--- src/rtl/csr_access_arbiter.sv ---
// Arbitrates the EX-stage CSR port between pipeline CSR instructions and a host debug port.
// The pipeline has priority. A bounded starvation counter forces one stall cycle so a waiting host access completes.
module csr_access_arbiter #(
  parameter int unsigned DWIDTH       = 32,
  parameter int unsigned AWIDTH       = 12,
  parameter int unsigned STARVE_LIMIT = 8
) (
  input  logic              clk,
  input  logic              rst_n,
  input  logic              pipe_csr_we,
  input  logic              pipe_csr_rd,
  input  logic [AWIDTH-1:0] pipe_addr,
  input  logic [2:0]        pipe_func,
  input  logic [DWIDTH-1:0] pipe_wdata,
  output logic              pipe_stall,
  input  logic              host_req_valid,
  output logic              host_req_ready,
  input  logic              host_we,
  input  logic [AWIDTH-1:0] host_addr,
  input  logic [DWIDTH-1:0] host_wdata,
  output logic              host_resp_valid,
  input  logic              host_resp_ready,
  output logic [DWIDTH-1:0] host_resp_data,
  output logic              csr_we,
  output logic              csr_rd,
  output logic [AWIDTH-1:0] csr_addr,
  output logic [2:0]        csr_func,
  output logic [DWIDTH-1:0] csr_data_in,
  input  logic [DWIDTH-1:0] csr_data_out
);

  localparam logic [2:0]  FNC_CSRRW = 3'b001;
  localparam int unsigned CW        = (STARVE_LIMIT > 0) ? $clog2(STARVE_LIMIT + 1) : 1;
  localparam logic [CW-1:0] LIMIT   = CW'(STARVE_LIMIT);

  typedef enum logic [1:0] {
    IDLE,
    ISSUE,
    CAPTURE,
    RESP
  } state_t;

  state_t            state_q, state_d;
  logic [CW-1:0]     count_q, count_d;
  logic              req_we_q;
  logic [AWIDTH-1:0] req_addr_q;
  logic [DWIDTH-1:0] req_wdata_q;
  logic              resp_valid_q;
  logic [DWIDTH-1:0] resp_data_q;
  logic              pipe_act;
  logic              accept;
  logic              host_issue;

  assign pipe_act        = pipe_csr_we | pipe_csr_rd;
  assign host_resp_valid = resp_valid_q;
  assign host_resp_data  = resp_data_q;

  always_comb begin
    state_d        = state_q;
    count_d        = count_q;
    accept         = 1'b0;
    host_issue     = 1'b0;
    pipe_stall     = 1'b0;
    host_req_ready = (state_q == IDLE);
    csr_we         = pipe_csr_we;
    csr_rd         = pipe_csr_rd;
    csr_addr       = pipe_addr;
    csr_func       = pipe_func;
    csr_data_in    = pipe_wdata;

    unique case (state_q)
      IDLE: begin
        if (host_req_valid) begin
          accept  = 1'b1;
          state_d = ISSUE;
        end
      end
      ISSUE: begin
        // At the limit the host takes the port even if the pipeline wants it; the counter never passes LIMIT.
        if (!pipe_act || (count_q == LIMIT)) begin
          host_issue = 1'b1;
          pipe_stall = pipe_act;
          count_d    = '0;
          state_d    = CAPTURE;
        end else begin
          count_d = count_q + CW'(1);
        end
      end
      CAPTURE: state_d = RESP;
      RESP: begin
        if (host_resp_ready) state_d = IDLE;
      end
      default: state_d = IDLE;
    endcase

    if (host_issue) begin
      csr_we      = req_we_q;
      csr_rd      = ~req_we_q;
      csr_addr    = req_addr_q;
      csr_func    = FNC_CSRRW;
      csr_data_in = req_wdata_q;
    end
  end

  always_ff @(posedge clk or negedge rst_n) begin
    if (!rst_n) begin
      state_q <= IDLE;
      count_q <= '0;
    end else begin
      state_q <= state_d;
      count_q <= count_d;
    end
  end

  always_ff @(posedge clk or negedge rst_n) begin
    if (!rst_n) begin
      req_we_q    <= 1'b0;
      req_addr_q  <= '0;
      req_wdata_q <= '0;
    end else if (accept) begin
      req_we_q    <= host_we;
      req_addr_q  <= host_addr;
      req_wdata_q <= host_wdata;
    end
  end

  // csr_data_out is valid the cycle after the read issues, which is the CAPTURE cycle.
  always_ff @(posedge clk or negedge rst_n) begin
    if (!rst_n) begin
      resp_valid_q <= 1'b0;
      resp_data_q  <= '0;
    end else if (state_q == CAPTURE) begin
      resp_valid_q <= 1'b1;
      resp_data_q  <= req_we_q ? '0 : csr_data_out;
    end else if ((state_q == RESP) && host_resp_ready) begin
      resp_valid_q <= 1'b0;
    end
  end

endmodule

--- config.mk ---
export PLATFORM = sky130hd
export DESIGN_NAME = csr_access_arbiter
export DESIGN_NICKNAME = d
export VERILOG_FILES = /design/src/rtl/csr_access_arbiter.sv
export SDC_FILE = /design/constraint.sdc
export NUM_CORES = 1
export LEC_CHECK = 0
export ABC_CLOCK_PERIOD_IN_PS = 3860
export CORE_ASPECT_RATIO = 0.8
export CORE_MARGIN = 10
export CORE_UTILIZATION = 32
export DETAILED_ROUTE_END_ITERATION = 6
export GPL_ROUTABILITY_DRIVEN = 0
export PLACE_DENSITY = 0.72
export SETUP_SLACK_MARGIN = 0.02
export SLEW_MARGIN = 25
export SYNTH_ARGS = -nofsm -noshare
export SYNTH_HDL_FRONTEND = slang
export SYNTH_SLANG_ARGS = --single-unit
--- constraint.sdc ---
create_clock -name clk -period 3.86 [get_ports clk]
set_input_delay 0.386 -clock clk [delete_from_list [all_inputs] [get_ports clk]]
set_output_delay 0.386 -clock clk [all_outputs]
set_load 0.005 [all_outputs]
== Word level (Yosys, flattened, before mapping) ==
Index checks and enable logic that the tools add are counted.
Cells by class
  $add $sub $neg: 1
  eq/ne operators: 7
  mux-type cells: 19
  bitwise gates (word level): 2
  reductions and logical operators: 6
Operator list (number)
  $mux W32: 2
  $mux W12: 1
  $mux W1: 10
  $pmux W2 S4: 1
  $mux W2: 3
  $ne A2 B2 Y1 const B: 3
  $add A4 B1 Y4 const B: 1
  $eq A2 B2 Y1 const B: 2
  $eq A4 B4 Y1 const B: 1
  $mux W4: 1
  $mux W3: 1
  $reduce_and A3 Y1: 1
  $eq A2 B1 Y1 const B: 1
  $logic_not A2 Y1: 1
  $reduce_bool A2 Y1: 1
  $logic_and A1 B1 Y1: 1
  $logic_not A1 Y1: 1
  $logic_or A1 B1 Y1: 1
  $not A1 Y1: 1
  $or A1 B1 Y1: 1
Storage, ports and cells
  register bits: 84
  bits of input ports: 130
  output and inout port bits: 84
  logic and storage cells: 42

== Logic depth before layout (Yosys ltp) ==
  depth after elaboration: 6
  mapped depth: 6
  gate-level depth less buffers: 5

== Worst setup path after synthesis ==
Ideal clock, no wire load.
  path kind: register -> output
  start point: register count_q[0]
  end point: output port csr_addr[0]
  arrival time: 1.546 ns
  data required time: 3.474 ns
  path slack: 1.928 ns
  stages on the path, launching flop included: 7
  buffers on the path: 1
  cell sequence: dfrtp_1 -> inv_1 -> ha_1 -> and3b_1 -> o21ai_4 -> buf_6 -> mux2_2
Between the ends
  word-level cells in the longest chain between the ends: 5
RTL lines
  from (decl): RTL line 44  | logic [CW-1:0] count_q, count_d;
  from (signal assigned): RTL line 111  | count_q <= count_d;
  $eq A4 B4 Y1: RTL line 80  | if (!pipe_act || (count_q == LIMIT)) begin
  $logic_or A1 B1 Y1: RTL line 80
  $mux W1: RTL line 80
  $mux W1: RTL line 71  | unique case (state_q)
  $mux W12: RTL line 96  | if (host_issue) begin
  to (decl): RTL line 26  | output logic [AWIDTH-1:0] csr_addr,
No other way between the ends.

== Worst setup path after layout ==
  start point: register count_q[0]
  end point: output port csr_addr[2]
Same word-level chain as after synthesis.

==> impl_metrics.csv <==
group,metric,value,unit
status,status,"completed",
floorplanning,rows,36,
cells_and_area,drive_above_1_share,0.1967,
sta,worst_slew_pin_slew,900.6,ps
worst_setup_path,worst-endpoint-arrival,2810,ps
worst_setup_path,critical_path.max_fanout,50,
place,hpwlAfterDp,9385,um
sta,post-route-period-util,0.8283,
clock_tree,cts-resized-gates,0,
worst_setup_path,r2r_start,"state_q[1]$_DFFE_PN0P_",
drt,routed_wl,12240,um
yosys,yosysTopAreaCellShare,0.5177,
worst_setup_path,start_kind,"flip-flop",
place,post-place-cells,699,
worst_setup_path,worstPathRequired,3470,ps
yosys,synth_top_area_cell,"dfrtp_1",
clock_tree,cts_buffers,9,
drt,post-route-drc-count,0,
sta,setup_viol,0,
yosys,yosysSeqAreaShare,0.5177,
floorplanning,die_w,145.9,um
worst_setup_path,reg2reg_to,"state_q[1]$_DFFE_PN0P_",
yosys,async_reset_ff_frac,1.000,
yosys,syn_area,0.004060,mm2
yosys,synth_edf_count,0,
sta,fmax,0.3128,GHz
clock_tree,cts_tree,"built",
clock_tree,clk_pin_slew,60,ps
sta,hold_slack,71.10,ps
yosys,synth_area_leaders,"dfrtp_1 (52%), mux2_2 (24%), nand3b_1 (5.9%), o21ai_0 (4.3%), inv_1 (3.5%)",
grt,grt_pass1_vias,3477,
sta,grt_setup_unrepaired,"no",
clock_tree,ctsHoldBuffers,0,
drt,via_count,3166,
drt,postRouteAntennaNets,0,
floorplanning,core,0.01230,mm2
yosys,yosysMostFrequentCell,"mux2_2",
sta,skew,6.910,ps
yosys,ys_warn_count,0,
worst_setup_path,crit_type,"reg -> out",
clock_tree,cts_sinks,84,
cells_and_area,fin_util,0.5407,
clock_tree,htree_levels,3,
clock_tree,postCtsSetupRepairBufs,0,
place,io_buffers,213,
clock_tree,clock_latency,330,ps
worst_setup_path,rrSetupSlack,1950,ps
grt,grt_max_degree,85,
grt,antenna_found_initial,0,
power,p_per_area,618.5,mW/mm2
power,power,4.113,mW
grt,grtUsageTotal,0.1348,
sta,slew_viol_final,0,
place,place_ws,913.4,ps
yosys,netlist_instances,333,
power,power_leakage,2.741,nW
cells_and_area,final_cells,715,
clock_tree,root_buffer,"clkbuf_16",
sta,setup_tns,0,ps
worst_setup_path,cp-startpoint,"count_q[0]$_DFFE_PN0N_",
power,ir_drop,0.0002973,V
drt,wl_per_cell,17.12,um
yosys,synth_commonest_cells,"mux2_2 (87), dfrtp_1 (84), inv_1 (38)",
yosys,avgSynthCellArea,12.19,um2
yosys,synth_cell_types,25,
clock_tree,clock_path_buffers,2,
floorplanning,fp.dieArea,0.01762,mm2
yosys,synthesis.nets,470,
cells_and_area,fin_area,0.006649,mm2
worst_setup_path,end_kind,"output port",
drt,drtIter0Drc,99,
grt,overflow,0,
place,place_area,0.006306,mm2
drt,vias_per_cell,4.428,
sta,setup_slack,662.9,ps
worst_setup_path,reg2regPathDepth,5,
job,cap_violations,0,
cells_and_area,diodes,0,
hold_path,min_path_type,"in -> async",
sta,hold_viol,0,
grt,grt_pass1_wl,19270,um
cells_and_area,layout.nets,676,
sta,post-route-min-period,3197,ps
floorplanning,ioPinCount,214,
drt,first_pass_iters,6,
floorplanning,die_h,120.8,um
yosys,synth-main-ff-cell,"dfrtp_1",
sta,relSlewSlack,0.3996,
cells_and_area,synthToLayoutAreaGrowth,63.76,%
yosys,ys_seq_elements,84,
floorplanning,start_util,0.3302,
[flip-flops by register name (all words and copies together) (netlist names)]
name and cells:
host_resp_valid 1, count_q 4, req_wdata_q 32, req_we_q 1, state_q 2, host_resp_data 32
req_addr_q 12
[critical path, stage by stage, from the launching register on]
cell and delay [ps]:
dfrtp_1 380, inv_1 70, ha_1 210, and3b_1 270, o21ai_4 140, buf_4 500, mux2_2 410, clkdlybuf4s50_1 460
[placed cells by master (no fill, tap or decap), drive strengths merged]
master / count
a21o: 1
a22o: 1
and2: 4
and3b: 1
buf: 2
bufinv: 2
clkbuf: 11
clkdlybuf4s50: 212
clkinv: 2
clkinvlp: 1
dfrtp: 84
ha: 7
inv: 38
mux2: 91
mux2i: 1
nand2: 6
nand2b: 2
nand3b: 32
nand4: 1
nand4b: 1
nor2: 4
nor2b: 1
o21ai: 36
o221ai: 1
xnor2: 2
[worst max path at each step]
stage | endpoint | cells after the start | slack, ps
2_1_floorplan | csr_addr[0] | 6 | 1930
3_3_place_gp | csr_data_in[23] | 6 | 970
3_5_place_dp | csr_data_in[23] | 6 | 910
4_1_cts | csr_data_in[23] | 7 | 620
5_1_grt | csr_addr[2] | 7 | 500
6_report | csr_addr[2] | 7 | 660
[kinds of logic (layout without fill, tap and decap cells)]
logic type      Yosys count  in the layout  synth area share
compound gates           39             39           0.05332
xor+xnor                  2              2          0.004315
fa+ha+maj                 7              7           0.02157
buf+inv                  57            268           0.06318
flops                    84             84            0.5177
mux                      92             92            0.2549
simple gates             52             52           0.08505
[per-layer routing]
metal  vias to the layer above  GRT usage  routed length [um]
met3                        12    0.05703                1135
met4                         0    0.03279                 116
met1                      1504     0.1516                4840
li1                       1539          -                   -
met5                         -          0                   0
met2                       111     0.2329                6147
[cell type report]
type / count / area, um2
Multi-Input combinational cell: 192 / 1722
Sequential cell: 84 / 2102
Inverter: 38 / 142.6
Timing Repair Buffer: 214 / 2141
Fill cell: 1070 / 5648
Tap cell: 171 / 214.0
Clock inverter: 5 / 85.08
Clock buffer: 11 / 242.7
[report_power, final]
group	switching, mW	total, mW	internal [mW]	leakage (nW)
combinational	0.606	1.62	1.01	1.55
sequential	0.268	1.56	1.29	1.03
clock	0.345	0.931	0.587	0.156
total	1.22	4.11	2.89	2.74
Note: power is estimated with default switching activity, not from simulation.
